`src/rtl/csr_trap_pkg.sv`:
```
// Shared constants for the machine-mode CSR file and trap arbiter:
// CSR addresses, excepttype codes, mcause codes and register bit positions.
package csr_trap_pkg;

  localparam logic [11:0] CSR_MSTATUS    = 12'h300;
  localparam logic [11:0] CSR_MIE        = 12'h304;
  localparam logic [11:0] CSR_MTVEC      = 12'h305;
  localparam logic [11:0] CSR_MSCRATCH   = 12'h340;
  localparam logic [11:0] CSR_MEPC       = 12'h341;
  localparam logic [11:0] CSR_MCAUSE     = 12'h342;
  localparam logic [11:0] CSR_MIP        = 12'h344;
  localparam logic [11:0] CSR_MTIME_LO   = 12'h7C0;
  localparam logic [11:0] CSR_MTIME_HI   = 12'h7C1;
  localparam logic [11:0] CSR_MTIMECMP_LO = 12'h7C2;
  localparam logic [11:0] CSR_MTIMECMP_HI = 12'h7C3;

  localparam logic [31:0] EXC_NONE      = 32'h00;
  localparam logic [31:0] EXC_EXT_IRQ   = 32'h01;
  localparam logic [31:0] EXC_TIMER_IRQ = 32'h02;
  localparam logic [31:0] EXC_ECALL     = 32'h08;
  localparam logic [31:0] EXC_ILLEGAL   = 32'h09;
  localparam logic [31:0] EXC_MRET      = 32'h0a;
  localparam logic [31:0] EXC_EBREAK    = 32'h0b;

  localparam logic [3:0] CAUSE_EXT     = 4'd11;
  localparam logic [3:0] CAUSE_TIMER   = 4'd7;
  localparam logic [3:0] CAUSE_ILLEGAL = 4'd2;
  localparam logic [3:0] CAUSE_ECALL   = 4'd11;
  localparam logic [3:0] CAUSE_EBREAK  = 4'd3;

  // Positions inside mem_exc_i = {ebreak, mret, illegal, ecall}
  localparam int FLAG_ECALL   = 0;
  localparam int FLAG_ILLEGAL = 1;
  localparam int FLAG_MRET    = 2;
  localparam int FLAG_EBREAK  = 3;

  localparam int MSTATUS_MIE  = 3;
  localparam int MSTATUS_MPIE = 7;
  localparam int MSTATUS_MPP  = 11;
  localparam int MIE_MTIE     = 7;
  localparam int MIE_MEIE     = 11;

  localparam logic [31:0] MSTATUS_MASK = 32'h0000_1888;
  localparam logic [31:0] MIE_MASK     = 32'h0000_0880;

  function automatic logic [31:0] cause_of(input logic [31:0] exc);
    logic [31:0] c;
    case (exc)
      EXC_EXT_IRQ:   c = {1'b1, 27'b0, CAUSE_EXT};
      EXC_TIMER_IRQ: c = {1'b1, 27'b0, CAUSE_TIMER};
      EXC_ILLEGAL:   c = {28'b0, CAUSE_ILLEGAL};
      EXC_ECALL:     c = {28'b0, CAUSE_ECALL};
      EXC_EBREAK:    c = {28'b0, CAUSE_EBREAK};
      default:       c = 32'b0;
    endcase
    return c;
  endfunction

endpackage

```
`src/rtl/csr_trap_mtimer.sv`:
```
// Free-running 64-bit mtime with mtimecmp and its compare; both are
// written in 32-bit halves from the WB-stage CSR write port.
module csr_trap_mtimer
  import csr_trap_pkg::*;
(
  input  logic        clk,
  input  logic        rst,
  input  logic        we,
  input  logic [11:0] waddr,
  input  logic [31:0] wdata,
  output logic [63:0] mtime,
  output logic [63:0] mtimecmp,
  output logic        mtip
);

  always_ff @(posedge clk or posedge rst) begin
    if (rst) begin
      mtime    <= 64'h0;
      mtimecmp <= 64'hFFFF_FFFF_FFFF_FFFF;
    end else begin
      // A half-write replaces the count outright; it does not also tick.
      if (we && waddr == CSR_MTIME_LO)
        mtime <= {mtime[63:32], wdata};
      else if (we && waddr == CSR_MTIME_HI)
        mtime <= {wdata, mtime[31:0]};
      else
        mtime <= mtime + 64'd1;

      if (we && waddr == CSR_MTIMECMP_LO)
        mtimecmp <= {mtimecmp[63:32], wdata};
      else if (we && waddr == CSR_MTIMECMP_HI)
        mtimecmp <= {wdata, mtimecmp[31:0]};
    end
  end

  assign mtip = (mtime >= mtimecmp);

endmodule

```
`src/rtl/csr_trap.sv`:
```
// Machine-mode CSR file and trap arbiter beside MEM: classifies exceptions and
// interrupts for ctrl, commits traps, and serves EX reads with WB forwarding.
module csr_trap
  import csr_trap_pkg::*;
#(
  parameter logic [31:0] MTVEC_RST   = 32'h0000_0000,
  parameter int          SYNC_STAGES = 2
) (
  input  logic        clk,
  input  logic        rst,
  input  logic [11:0] csr_raddr_i,
  output logic [31:0] csr_rdata_o,
  input  logic        csr_we_i,
  input  logic [11:0] csr_waddr_i,
  input  logic [31:0] csr_wdata_i,
  input  logic        mem_valid_i,
  input  logic [31:0] mem_pc_i,
  input  logic [3:0]  mem_exc_i,
  input  logic        irq_ext_i,
  output logic [31:0] excepttype_o,
  output logic [31:0] csr_mepc_o,
  output logic [31:0] csr_mtvec_o
);

  logic [SYNC_STAGES-1:0] irq_sync;
  logic        meip;
  logic        mstatus_mie, mstatus_mpie;
  logic [1:0]  mstatus_mpp;
  logic        mie_mtie, mie_meie;
  logic [31:0] mtvec, mscratch, mepc, mcause;
  logic [63:0] mtime, mtimecmp;
  logic        mtip;
  logic        trap_take, trap_mret;
  logic        wr_mstatus, wr_mie, wr_mtvec, wr_mscratch, wr_mepc, wr_mcause;
  logic [31:0] mstatus_rd, rd_val, wr_val;
  logic        fwd_ok;

  csr_trap_mtimer u_mtimer (
    .clk      (clk),
    .rst      (rst),
    .we       (csr_we_i),
    .waddr    (csr_waddr_i),
    .wdata    (csr_wdata_i),
    .mtime    (mtime),
    .mtimecmp (mtimecmp),
    .mtip     (mtip)
  );

  always_ff @(posedge clk or posedge rst) begin
    if (rst) irq_sync <= '0;
    else     irq_sync <= {irq_sync[SYNC_STAGES-2:0], irq_ext_i};
  end
  assign meip = irq_sync[SYNC_STAGES-1];

  always_comb begin
    excepttype_o = EXC_NONE;
    if (mem_valid_i) begin
      if (meip && mie_meie && mstatus_mie)      excepttype_o = EXC_EXT_IRQ;
      else if (mtip && mie_mtie && mstatus_mie) excepttype_o = EXC_TIMER_IRQ;
      else if (mem_exc_i[FLAG_ILLEGAL])         excepttype_o = EXC_ILLEGAL;
      else if (mem_exc_i[FLAG_ECALL])           excepttype_o = EXC_ECALL;
      else if (mem_exc_i[FLAG_EBREAK])          excepttype_o = EXC_EBREAK;
      else if (mem_exc_i[FLAG_MRET])            excepttype_o = EXC_MRET;
    end
  end

  assign trap_mret = (excepttype_o == EXC_MRET);
  assign trap_take = (excepttype_o != EXC_NONE) && !trap_mret;

  assign wr_mstatus  = csr_we_i && csr_waddr_i == CSR_MSTATUS;
  assign wr_mie      = csr_we_i && csr_waddr_i == CSR_MIE;
  assign wr_mtvec    = csr_we_i && csr_waddr_i == CSR_MTVEC;
  assign wr_mscratch = csr_we_i && csr_waddr_i == CSR_MSCRATCH;
  assign wr_mepc     = csr_we_i && csr_waddr_i == CSR_MEPC;
  assign wr_mcause   = csr_we_i && csr_waddr_i == CSR_MCAUSE;

  // Trap side effects take precedence over a WB write to the same register.
  always_ff @(posedge clk or posedge rst) begin
    if (rst) begin
      mstatus_mie  <= 1'b0;
      mstatus_mpie <= 1'b0;
      mstatus_mpp  <= 2'b00;
      mie_mtie     <= 1'b0;
      mie_meie     <= 1'b0;
      mtvec        <= MTVEC_RST;
      mscratch     <= 32'h0;
      mepc         <= 32'h0;
      mcause       <= 32'h0;
    end else begin
      if (trap_take) begin
        mstatus_mpie <= mstatus_mie;
        mstatus_mie  <= 1'b0;
      end else if (trap_mret) begin
        mstatus_mie  <= mstatus_mpie;
        mstatus_mpie <= 1'b1;
      end else if (wr_mstatus) begin
        mstatus_mie  <= csr_wdata_i[MSTATUS_MIE];
        mstatus_mpie <= csr_wdata_i[MSTATUS_MPIE];
        mstatus_mpp  <= csr_wdata_i[MSTATUS_MPP+1:MSTATUS_MPP];
      end

      if (trap_take)    mepc   <= mem_pc_i;
      else if (wr_mepc) mepc   <= csr_wdata_i;

      if (trap_take)      mcause <= cause_of(excepttype_o);
      else if (wr_mcause) mcause <= csr_wdata_i;

      if (wr_mie) begin
        mie_mtie <= csr_wdata_i[MIE_MTIE];
        mie_meie <= csr_wdata_i[MIE_MEIE];
      end
      if (wr_mtvec)    mtvec    <= {csr_wdata_i[31:2], 2'b00};
      if (wr_mscratch) mscratch <= csr_wdata_i;
    end
  end

  always_comb begin
    mstatus_rd = 32'h0;
    mstatus_rd[MSTATUS_MIE]  = mstatus_mie;
    mstatus_rd[MSTATUS_MPIE] = mstatus_mpie;
    mstatus_rd[MSTATUS_MPP+1:MSTATUS_MPP] = mstatus_mpp;
  end

  always_comb begin
    rd_val = 32'h0;
    case (csr_raddr_i)
      CSR_MSTATUS:     rd_val = mstatus_rd;
      CSR_MIE: begin
        rd_val[MIE_MTIE] = mie_mtie;
        rd_val[MIE_MEIE] = mie_meie;
      end
      CSR_MTVEC:       rd_val = mtvec;
      CSR_MSCRATCH:    rd_val = mscratch;
      CSR_MEPC:        rd_val = mepc;
      CSR_MCAUSE:      rd_val = mcause;
      CSR_MIP: begin
        rd_val[MIE_MTIE] = mtip;
        rd_val[MIE_MEIE] = meip;
      end
      CSR_MTIME_LO:    rd_val = mtime[31:0];
      CSR_MTIME_HI:    rd_val = mtime[63:32];
      CSR_MTIMECMP_LO: rd_val = mtimecmp[31:0];
      CSR_MTIMECMP_HI: rd_val = mtimecmp[63:32];
      default:         rd_val = 32'h0;
    endcase
  end

  // Forwarded value is what the register will hold after the write (mip is read-only).
  always_comb begin
    wr_val = csr_wdata_i;
    fwd_ok = 1'b0;
    case (csr_waddr_i)
      CSR_MSTATUS: begin wr_val = csr_wdata_i & MSTATUS_MASK; fwd_ok = 1'b1; end
      CSR_MIE:     begin wr_val = csr_wdata_i & MIE_MASK;     fwd_ok = 1'b1; end
      CSR_MTVEC:   begin wr_val = {csr_wdata_i[31:2], 2'b00}; fwd_ok = 1'b1; end
      CSR_MSCRATCH, CSR_MEPC, CSR_MCAUSE,
      CSR_MTIME_LO, CSR_MTIME_HI, CSR_MTIMECMP_LO, CSR_MTIMECMP_HI: fwd_ok = 1'b1;
      default:     fwd_ok = 1'b0;
    endcase
  end

  assign csr_rdata_o = (csr_we_i && fwd_ok && csr_waddr_i == csr_raddr_i) ? wr_val : rd_val;
  assign csr_mepc_o  = wr_mepc  ? csr_wdata_i : mepc;
  assign csr_mtvec_o = wr_mtvec ? {csr_wdata_i[31:2], 2'b00} : mtvec;

endmodule
```
`config.mk`:
```
export PLATFORM = sky130hd
export DESIGN_NAME = csr_trap
export DESIGN_NICKNAME = d
export VERILOG_FILES = /design/src/rtl/csr_trap_pkg.sv /design/src/rtl/csr_trap_mtimer.sv /design/src/rtl/csr_trap.sv
export SDC_FILE = /design/constraint.sdc
export NUM_CORES = 1
export LEC_CHECK = 0
export ABC_AREA = 1
export CORE_AREA = 2 2 183 203
export DETAILED_ROUTE_END_ITERATION = 7
export DIE_AREA = 0 0 185 205
export PLACE_DENSITY = 0.81
export SYNTH_ARGS = -nofsm -noshare
export SYNTH_HDL_FRONTEND = slang
export SYNTH_HIERARCHICAL = 1
export SYNTH_SLANG_ARGS = --single-unit
```
`constraint.sdc`:
```
create_clock -name clk -period 4.88 [get_ports clk]
set_input_delay 1.22 -clock clk [delete_from_list [all_inputs] [get_ports clk]]
set_output_delay 1.22 -clock clk [all_outputs]
set_load 0.01 [all_outputs]
```
# Yosys cells after proc, flatten, opt, wreduce, memory -nomap -nowiden

Cells that the tools add are included.
W data, S select, Z words.

Add/subtract/negate cells: 1
$mul: 0
Divide/modulo/power cells: 0
Order comparisons: 1
Eq/ne operators: 29
Shift operators: 0
Multiplexer cells: 30
Bitwise operators: 3
Reduce and logical (&&, ||, !) cells: 24

Operators by type and width:

| kind                    | number |
|---|---|
| $mux W32                | 8 |
| $pmux W20 S9            | 1 |
| $pmux W32 S5            | 1 |
| $eq A12 B10 Y1 const B  | 13 |
| $eq A32 B4 Y1 const B   | 4 |
| $eq A12 B11 Y1 const B  | 8 |
| $pmux W32 S3            | 1 |
| $add A64 B1 Y64 const B | 1 |
| $ge A64 B64 Y1          | 1 |
| $mux W64                | 1 |
| $pmux W7 S9             | 1 |
| $eq A32 B1 Y1 const B   | 1 |
| $eq A32 B2 Y1 const B   | 1 |
| $reduce_bool A32 Y1     | 1 |
| $mux W4                 | 7 |
| $pmux W3 S8             | 1 |
| $pmux W1 S11            | 2 |
| $logic_and A1 B1 Y1     | 17 |
| $eq A12 B12 Y1          | 1 |
| $reduce_or A10 Y1       | 1 |
| $mux W1                 | 7 |
| $not A1 Y1              | 3 |
| $reduce_and A3 Y1       | 1 |
| $reduce_bool A3 Y1      | 1 |
| 4 further kinds         | 4 |

Bits in registers: 264
Latch bits: 0
Bits in writable memories: 0
ROM bits: 0
Input bits: 97
Logic and storage cells: 102
Memories: 0

# Logic depth before layout (Yosys ltp)

Gate-level depths: netlist of the first run.

Depth in word-level cells: 12
Depth in mapped cells: 28
Mapped depth without buffers: 27

# By module

The synthesis of the first run kept the hierarchy.

Modules (own cells, without submodules):

| module          | times used | cells each | area each (µm²) | sequential area each (µm²) |
|---|---|---|---|---|
| csr_trap        | 1          | 1477       | 9241.4          | 3403.3 |
| csr_trap_mtimer | 1          | 1222       | 9196.3          | 3283.1 |

# Worst setup path after synthesis of the first run

No wires, ideal clock.

Kind: input to output
From: input csr_waddr_i[5]
To: output csr_mtvec_o[2]
Data arrival time: 2.478 ns
Data required time: 3.660 ns
Setup slack: 1.182 ns
Cell stages on the path: 8
Buffers on the path: 1
Cell sequence: nor2_2 > nand2_1 > inv_2 > nand2_1 > nor2_1 > nand2_1 > clkbuf_1 > o21ai_0

Cells in the longest elaborated chain, start to end: 3

Ends and longest elaborated chain:

| item                | line           | source |
|---|---|---|
| start: declaration  | csr_trap.sv:14 | `input logic [11:0] csr_waddr_i,` |
| $eq A12 B10 Y1      | csr_trap.sv:72 | `assign wr_mtvec = csr_we_i && csr_waddr_i == CSR_MTVEC;` |
| $logic_and A1 B1 Y1 | csr_trap.sv:72 |  |
| $mux W32            | --             |  |
| end: declaration    | csr_trap.sv:22 | `output logic [31:0] csr_mtvec_o` |

No other way between the ends.

# Worst setup path after layout of the first run

From: input csr_waddr_i[0]
To: output csr_rdata_o[31]

Cells in the longest elaborated chain, start to end: 6
Elaborated cells between the ends (all ways): 17
Those cells by class: eq/ne (11); mux (3); reduce/logical (3)

Ends and longest elaborated chain:

| item                                                    | line            | source |
|---|---|---|
| $eq A12 B10 Y1 / $eq A12 B11 Y1 (equally long branches) | csr_trap.sv:152 | `case (csr_waddr_i)` |
| $reduce_or A10 Y1 (no line)                             | --              |  |
| $mux W1                                                 | csr_trap.sv:152 |  |
| $logic_and A1 B1 Y1 (2 in a row)                        | csr_trap.sv:162 | `assign csr_rdata_o = (csr_we_i && fwd_ok && csr_waddr_i == csr_raddr_i) ? wr_val : rd_val;` |
| $mux W32 *                                              | csr_trap.sv:162 |  |
| end: declaration                                        | csr_trap.sv:12  | `output logic [31:0] csr_rdata_o,` |

Every way passes the cells marked *; elsewhere a longest branch is shown, timed or not.

==> flow_results.xml, run 1 <==
<?xml version="1.0" encoding="UTF-8"?>
<metrics>
  <group name="detailed_routing">
    <metric name="wl_per_cell" unit="um">20.63</metric>
    <metric name="routed_wl" unit="um">71840</metric>
    <metric name="ant_nets" unit="">0</metric>
    <metric name="drc_violations" unit="">0</metric>
    <metric name="detailedRoute.firstIterationViolations" unit="">2589</metric>
    <metric name="dr.pass1.iters" unit="">7</metric>
    <metric name="num_vias" unit="">19740</metric>
    <metric name="vias_per_cell" unit="">5.669</metric>
  </group>
  <group name="placement">
    <metric name="hpwlAfterDp" unit="um">54320</metric>
    <metric name="placement.cell_area" unit="sq mm">0.02156</metric>
    <metric name="gp_congestion" unit="">1.010</metric>
    <metric name="place.port_buffers" unit="">195</metric>
  </group>
  <group name="logic_synthesis">
    <metric name="synthDistinctLibCells" unit="">50</metric>
    <metric name="synth-simple-area-share" unit="%">32.75</metric>
    <metric name="yosys-mux-area-fraction" unit="%">0</metric>
    <metric name="synthCells" unit="">2699</metric>
    <metric name="netlist_area" unit="sq mm">0.01844</metric>
    <metric name="synth_seq_area_share" unit="%">36.26</metric>
    <metric name="synth_warnings" unit="">6</metric>
    <metric name="synth_compound_gate_area_share" unit="%">13.21</metric>
    <metric name="post_synth_top_area_cell" unit="">sky130_fd_sc_hd__dfrtp_1</metric>
    <metric name="yosys.area.top_type_share" unit="%">27.14</metric>
    <metric name="synth_area_per_cell" unit="sq um">6.831</metric>
    <metric name="synth_top_flop_cell" unit="">sky130_fd_sc_hd__dfrtp_1</metric>
    <metric name="async_flop_share" unit="%">100.0</metric>
    <metric name="yosys.area_share.adder" unit="%">4.411</metric>
    <metric name="yosys.area_share.xor_xnor" unit="%">1.663</metric>
    <metric name="synth-seq-cells" unit="">264</metric>
    <metric name="synth_top_family_by_area" unit="">simple AND/OR/NAND/NOR gates</metric>
    <metric name="synth.top_cells.by_area" unit="">sky130_fd_sc_hd__dfrtp_1 (27%), sky130_fd_sc_hd__nand2_1 (20%), sky130_fd_sc_hd__dfstp_2 (9.1%)</metric>
    <metric name="synth_enable_flop_cells" unit="">0</metric>
  </group>
  <group name="floorplan">
    <metric name="io_pins" unit="">225</metric>
    <metric name="design.core.area" unit="sq mm">0.03580</metric>
    <metric name="core.rowCount" unit="">73</metric>
    <metric name="fp.dieW" unit="um">185</metric>
    <metric name="fp.dieH" unit="um">205</metric>
    <metric name="fp.dieArea" unit="sq mm">0.03793</metric>
    <metric name="start_util" unit="%">51.50</metric>
  </group>
  <group name="worst_setup_path">
    <metric name="critical_path_arrival" unit="ps">3660</metric>
    <metric name="path_class" unit="">input pin to primary output</metric>
    <metric name="critical_path.max_fanout" unit="">23</metric>
    <metric name="worst_ep_required_time" unit="ps">3660</metric>
    <metric name="kind_of_end_point_of_the_critical_path" unit="">primary output</metric>
    <metric name="timing.critical_path.from_type" unit="">input pin</metric>
  </group>
  <group name="global_routing">
    <metric name="maximum_number_of_pins_on_one_net_before_global_route_repair" unit="">89</metric>
    <metric name="grt_first_pass_wirelength" unit="um">107100</metric>
    <metric name="grt_remaining_overflow" unit="">0</metric>
    <metric name="number_of_antenna_violations_at_the_first_check_in_global_routing" unit="">0</metric>
    <metric name="first_global_vias" unit="">18340</metric>
    <metric name="groute.usage.overall" unit="%">37.27</metric>
  </group>
  <group name="finish">
    <metric name="layout_commonest_cell" unit="">sky130_fd_sc_hd__nand2_1</metric>
    <metric name="multiInputGateArea" unit="sq mm">0.009842</metric>
    <metric name="nNetsFinal" unit="">3132</metric>
    <metric name="share_of_post_route_cells_with_drive_strength_above_1" unit="%">13.33</metric>
    <metric name="synthesis_to_finish_area_growth" unit="%">24.05</metric>
    <metric name="mostFrequentLayoutCells" unit="">sky130_fd_sc_hd__nand2_1 (953), sky130_fd_sc_hd__inv_1 (329), sky130_fd_sc_hd__nor2_1 (232)</metric>
    <metric name="final_design_area_no_fill" unit="sq mm">0.02287</metric>
    <metric name="seq_area" unit="sq mm">0.006686</metric>
    <metric name="fillCellCount" unit="">3309</metric>
  </group>
  <group name="sta">
    <metric name="unrepaired_setup_endpoints_after_global_routing" unit="">yes</metric>
    <metric name="fmax" unit="MHz">205.0</metric>
    <metric name="final_min_period_over_clock_period" unit="%">99.97</metric>
    <metric name="worst-slew-pin-transition" unit="ps">983.6</metric>
    <metric name="finalMaxSlewViolations" unit="">0</metric>
    <metric name="setup_viol_count_final" unit="">0</metric>
    <metric name="finalHoldViolations" unit="">0</metric>
    <metric name="timing.max_slew.rel_slack" unit="%">34.43</metric>
    <metric name="fin_skew" unit="ps">19.38</metric>
    <metric name="fin_crit" unit="ps">4878</metric>
  </group>
  <group name="run_status">
    <metric name="status" unit="">completed</metric>
  </group>
  <group name="min_path">
    <metric name="min-delay-path-class" unit="">register to register</metric>
  </group>
  <group name="clock_network">
    <metric name="cts_root_buffer" unit="">sky130_fd_sc_hd__clkbuf_16</metric>
    <metric name="numCtsBuffers" unit="">30</metric>
    <metric name="tritoncts" unit="">built</metric>
    <metric name="cts.clk_slew.worst_paths" unit="ps">60</metric>
    <metric name="cts_htree_levels" unit="">1</metric>
    <metric name="cts_sinks" unit="">264</metric>
    <metric name="holdBufCountCts" unit="">0</metric>
    <metric name="worst_skew_pair.late_latency" unit="ps">590</metric>
    <metric name="cts.path.max_buffers" unit="">3</metric>
  </group>
  <group name="power_and_ir_drop">
    <metric name="p_total" unit="W">0.005538</metric>
    <metric name="peak_vdd_ir" unit="mV">0.2853</metric>
    <metric name="power_density_of_the_placed_cells" unit="mW/mm^2">242.1</metric>
    <metric name="total_leakage_power" unit="nW">10.98</metric>
  </group>
  <group name="job">
    <metric name="drv_cap" unit="">0</metric>
  </group>
</metrics>
layout make-up:
| cell class | instances | share of cell area [%] |
|---|---|---|
| clock buffers | 44 | 3.731 |
| diodes | 1 | 0.01094 |
| clock inverters | 12 | 0.5744 |
| inverters | 351 | 5.859 |
| repair buffers | 338 | 14.90 |
| multi-input cells | 1985 | 43.03 |
| well taps | 487 | 2.664 |
| flip-flops and latches | 264 | 29.23 |
critical path: stages:
cell and delay, ps:
sky130_fd_sc_hd__clkdlybuf4s50_1 510, sky130_fd_sc_hd__nor2_1 220, sky130_fd_sc_hd__nand2_1 110, sky130_fd_sc_hd__nor2_2 180, sky130_fd_sc_hd__nand2_2 100, sky130_fd_sc_hd__nand2_4 80, sky130_fd_sc_hd__nor2_4 40, sky130_fd_sc_hd__nand3_4 60
sky130_fd_sc_hd__nand2_4 80, sky130_fd_sc_hd__nor2_8 100, sky130_fd_sc_hd__buf_12 170, sky130_fd_sc_hd__nand2_1 70, sky130_fd_sc_hd__nand2_1 130, sky130_fd_sc_hd__clkdlybuf4s50_1 560
through the flow:
step	hold WS [ps]	TNS (ps)	std cells	setup slack [ps]	utilization (%)
final	358.5	0	3482	1.643	63.88
after global placement	337.0	-468.8	3417	-185.8	60.23
after floorplan	331.2	0	2727	20.54	-
after global routing	380.7	-883.3	3481	-119.2	63.87
after detailed placement	353.6	-446.7	3417	-142.1	60.23
after CTS	367.5	0	3473	1.855	63.06
state kept, by name (all words and copies together), names as in the netlist:
signal / count
mcause: 32
mscratch: 32
mepc: 32
mstatus_mie: 1
mie_meie: 1
mtvec: 32
mstatus_mpp: 2
irq_sync: 2
mstatus_mpie: 1
u_mtimer/mtimecmp: 64
u_mtimer/mtime: 64
mie_mtie: 1
power by group:
group | internal, W | leakage (nW) | total, W | switching, W
Clock | 0.00132 | 0.473 | 0.00228 | 0.000966
Combinational | 0.000337 | 7.21 | 0.000863 | 0.000526
Sequential | 0.00228 | 3.30 | 0.00239 | 0.000113
Total | 0.00393 | 11.0 | 0.00554 | 0.00160
cell families (layout without fill, tap and decap cells):
group	Yosys count	in the layout
other	1	30
buffers and inverters	478	745
and+or+nand+nor	1439	1439
DFF	264	264
xor gates and xnor gates	35	35
adders and majority gates	65	65
AOI/OAI and AO/OA	417	417
metal layers:
layer	vias to the layer above	share of wire [%]	routed length, um	GRT usage, %
li1	9053	-	-	-
met1	9259	42	30090	55.08
met2	1256	42	30020	53.38
met3	173	13	9129	8.569
met4	0	3.6	2604	12.47
met5	-	0	0	0
final timing paths:
path / startpoint / end / cells after the start / slack, ps
worst min register to register: irq_sync[0] / irq_sync[1] / 0 / 360
worst max-delay path: csr_waddr_i[0] / csr_rdata_o[31] / 14 / 2
worst max register to register: u_mtimer/mtimecmp[15] / mepc[4] / 21 / 1250
max in group asynchronous: rst / mcause[10] / 3 / 2790
worst min-delay path: irq_sync[0] / irq_sync[1] / 0 / 360
min in group asynchronous: rst / mtvec[1] / 2 / 1240
cell usage after synthesis (all sizes together) (12+ instances only):
cell / n
ha: 65
nor3: 12
nor2: 265
dfstp: 64
nand3b: 15
buf: 90
a21oi: 30
o21ai: 295
o221ai: 12
nand2: 974
clkbuf: 37
xnor2: 25
inv: 350
nand3: 140
dfrtp: 200
o22ai: 20
a22oi: 50
nand4: 21
repair_timing:
action	CTS	global route
gates cloned	0	2
setup endpoints to repair	31	57
endpoints found under the hold margin	0	0
gates resized for setup	19	77
pin swaps	0	4
buffers inserted	0	6
(Power assumes the default switching activity.)
==> run 2: changes to the inputs <==
- CTS_CLUSTER_SIZE: unset -> 10
==> run 2 against run 1 <==
  * Worst hold slack got worse by 6.8 ps
  * Sequential share of layout area decreased by 0.17 points
  * Wire length rose by 0.88%
  * Die area is the same
  * Sequential power barely moved
  * Non-clock buffer count is 3 higher
  * Setup slack improved by 60 ps
  * Combinational power hardly changed
  * Cell count up 0.17%
  * Critical path depth shrank 5
  * Largest cell class unchanged
  * Utilization increased by 0.37 points
==> flow_results.xml, run 2 (synthesis results as in run 1) <==
<?xml version="1.0" encoding="UTF-8"?>
<metrics>
  <group name="finish">
    <metric name="synthesis_to_finish_area_growth" unit="%">24.78</metric>
    <metric name="layout_commonest_cell" unit="">sky130_fd_sc_hd__nand2_1</metric>
    <metric name="antenna-diode-count" unit="">0</metric>
    <metric name="instances_no_fill" unit="">3488</metric>
    <metric name="mostFrequentLayoutCells" unit="">sky130_fd_sc_hd__nand2_1 (954), sky130_fd_sc_hd__inv_1 (329), sky130_fd_sc_hd__nor2_1 (229)</metric>
    <metric name="share_of_post_route_cells_with_drive_strength_above_1" unit="%">13.33</metric>
    <metric name="final_design_area_no_fill" unit="sq mm">0.02301</metric>
    <metric name="fillCellCount" unit="">3289</metric>
    <metric name="nNetsFinal" unit="">3139</metric>
    <metric name="layout_top_registers" unit="">u_mtimer/mtime x64, u_mtimer/mtimecmp x64</metric>
  </group>
  <group name="global_routing">
    <metric name="met3_demand_to_capacity_share_in_global_routing" unit="%">9.316</metric>
    <metric name="maximum_number_of_pins_on_one_net_before_global_route_repair" unit="">89</metric>
    <metric name="grt_first_pass_wirelength" unit="um">107600</metric>
    <metric name="grt_remaining_overflow" unit="">0</metric>
    <metric name="number_of_antenna_violations_at_the_first_check_in_global_routing" unit="">0</metric>
    <metric name="met2_track_demand_over_resource" unit="%">53.89</metric>
    <metric name="groute.usage.overall" unit="%">37.68</metric>
    <metric name="first_global_vias" unit="">18450</metric>
    <metric name="grt-busiest-layer" unit="">met1</metric>
    <metric name="gr_layer_usage_met1" unit="%">54.98</metric>
  </group>
  <group name="worst_setup_path">
    <metric name="critPathMaxStageDelay" unit="ps">620</metric>
    <metric name="worst_ep_required_time" unit="ps">3660</metric>
    <metric name="slowest_stage" unit="">sky130_fd_sc_hd__clkdlybuf4s50_1</metric>
    <metric name="r2r_slack" unit="ps">1200</metric>
    <metric name="timing.critical_path.from_type" unit="">input pin</metric>
    <metric name="crit_reg_reg_endpoint" unit="">mepc[12]</metric>
    <metric name="reg2reg_depth" unit="">22</metric>
    <metric name="critPathBufInv" unit="">5</metric>
    <metric name="path_cells" unit="">clkdlybuf4s50_1 &gt; buf_4 &gt; nand3_1 &gt; nor2_4 &gt; buf_4 &gt; nand3_2 &gt; buf_12 &gt; o21ai_0 &gt; clkdlybuf4s50_1</metric>
    <metric name="critical_path_arrival" unit="ps">3600</metric>
    <metric name="path_class" unit="">input pin to primary output</metric>
    <metric name="rr_startpoint" unit="">u_mtimer/mtimecmp[55]</metric>
    <metric name="cp_top_family" unit="">buffers and inverters</metric>
    <metric name="critical_path.max_fanout" unit="">64</metric>
    <metric name="critical_path.startpoint" unit="">csr_waddr_i[6]</metric>
    <metric name="kind_of_end_point_of_the_critical_path" unit="">primary output</metric>
  </group>
  <group name="power_and_ir_drop">
    <metric name="total_leakage_power" unit="nW">11.26</metric>
    <metric name="power_density_of_the_placed_cells" unit="mW/mm^2">245.3</metric>
    <metric name="peak_vdd_ir" unit="mV">0.3260</metric>
  </group>
  <group name="floorplan">
    <metric name="fp.dieH" unit="um">205</metric>
    <metric name="fp.dieArea" unit="sq mm">0.03793</metric>
    <metric name="io_pins" unit="">225</metric>
    <metric name="start_util" unit="%">51.50</metric>
    <metric name="fp.dieW" unit="um">185</metric>
    <metric name="design.core.area" unit="sq mm">0.03580</metric>
    <metric name="core.rowCount" unit="">73</metric>
  </group>
  <group name="clock_network">
    <metric name="cts.path.max_buffers" unit="">3</metric>
    <metric name="holdBufCountCts" unit="">0</metric>
    <metric name="worst_skew_pair.late_latency" unit="ps">550</metric>
    <metric name="numCtsBuffers" unit="">34</metric>
    <metric name="tritoncts" unit="">built</metric>
    <metric name="cts_sinks" unit="">264</metric>
    <metric name="cts.clk_slew.worst_paths" unit="ps">50</metric>
    <metric name="cts_htree_levels" unit="">2</metric>
    <metric name="cts_root_buffer" unit="">sky130_fd_sc_hd__clkbuf_16</metric>
  </group>
  <group name="detailed_routing">
    <metric name="num_vias" unit="">19710</metric>
    <metric name="wl_per_cell" unit="um">20.78</metric>
    <metric name="detailedRoute.firstIterationViolations" unit="">2717</metric>
    <metric name="ant_nets" unit="">0</metric>
    <metric name="drc_violations" unit="">0</metric>
    <metric name="vias_per_cell" unit="">5.651</metric>
    <metric name="routed_wl" unit="um">72480</metric>
    <metric name="dr.pass1.iters" unit="">8</metric>
  </group>
  <group name="min_path">
    <metric name="worst_hold_startpoint" unit="">irq_sync[0]</metric>
    <metric name="min_delay_worst_endpoint" unit="">irq_sync[1]</metric>
    <metric name="min-delay-path-class" unit="">register to register</metric>
    <metric name="min_delay_path_depth" unit="">0</metric>
  </group>
  <group name="placement">
    <metric name="post-place-cells" unit="">3417</metric>
    <metric name="hpwlAfterDp" unit="um">54320</metric>
    <metric name="place.port_buffers" unit="">195</metric>
    <metric name="gp_congestion" unit="">1.010</metric>
    <metric name="placement.cell_area" unit="sq mm">0.02156</metric>
  </group>
  <group name="run_status">
    <metric name="status" unit="">completed</metric>
  </group>
  <group name="sta">
    <metric name="fmax" unit="MHz">207.5</metric>
    <metric name="final_min_period_over_clock_period" unit="%">98.74</metric>
    <metric name="setup_viol_count_final" unit="">0</metric>
    <metric name="fin_crit" unit="ps">4819</metric>
    <metric name="finalSetupTns" unit="ps">0</metric>
    <metric name="fin_skew" unit="ps">22.68</metric>
    <metric name="finalHoldViolations" unit="">0</metric>
    <metric name="worst-slew-pin-transition" unit="ps">971.1</metric>
    <metric name="timing.max_slew.rel_slack" unit="%">35.26</metric>
    <metric name="finalMaxSlewViolations" unit="">0</metric>
  </group>
  <group name="job">
    <metric name="drv_cap" unit="">0</metric>
  </group>
</metrics>
## run 2: per-stage QoR
step	hold slack, ps	setup WS, ps	util, %	total power (W)
after floorplan	331.2	20.54	-	0.002861
after global placement	337.0	-185.8	60.23	0.003241
after detailed placement	353.6	-142.1	60.23	0.003257
after CTS	357.4	6.526	63.18	0.005646
after global routing	365.1	-11.40	64.25	0.005851
final	351.6	61.44	64.25	0.005644
## run 2: worst max-delay path by stage
stage,endpoint,slack (ps),depth (start not counted)
2_1_floorplan,irq_sync[0],20,1
3_3_place_gp,csr_rdata_o[5],-190,12
3_5_place_dp,csr_rdata_o[5],-140,12
4_1_cts,csr_rdata_o[12],7,15
5_1_grt,csr_mtvec_o[24],-10,12
6_report,csr_mepc_o[9],60,9
## run 2: routing by layer
layer | vias up | share of wire (%)
met5 | - | 0
met4 | 0 | 3.6
met3 | 163 | 12
met2 | 1255 | 42
met1 | 9244 | 43
li1 | 9050 | -
## run 2: what timing repair did
action,in CTS,in global routing
resized for setup,16,93
pin swaps,0,1
endpoints found under the setup margin,27,57
buffers inserted,0,7
cloned,0,4
## run 2: power by group
part	internal, W	leakage, nW	switching (W)	total, W
Clock	0.00140	0.498	0.000986	0.00239
Sequential	0.00228	3.30	0.000112	0.00239
Combinational	0.000338	7.46	0.000528	0.000866
Total	0.00402	11.3	0.00163	0.00564
## run 2: layout make-up
cell class	count	area (sq um)	area share (%)
Multi-Input combinational cell	1985	9839	42.77
Sequential cell	264	6686	29.06
Timing Repair Buffer	341	3497	15.20
Inverter	351	1340	5.825
Clock buffer	53	952.2	4.139
Tap cell	487	609.3	2.649
Clock inverter	7	81.33	0.3535
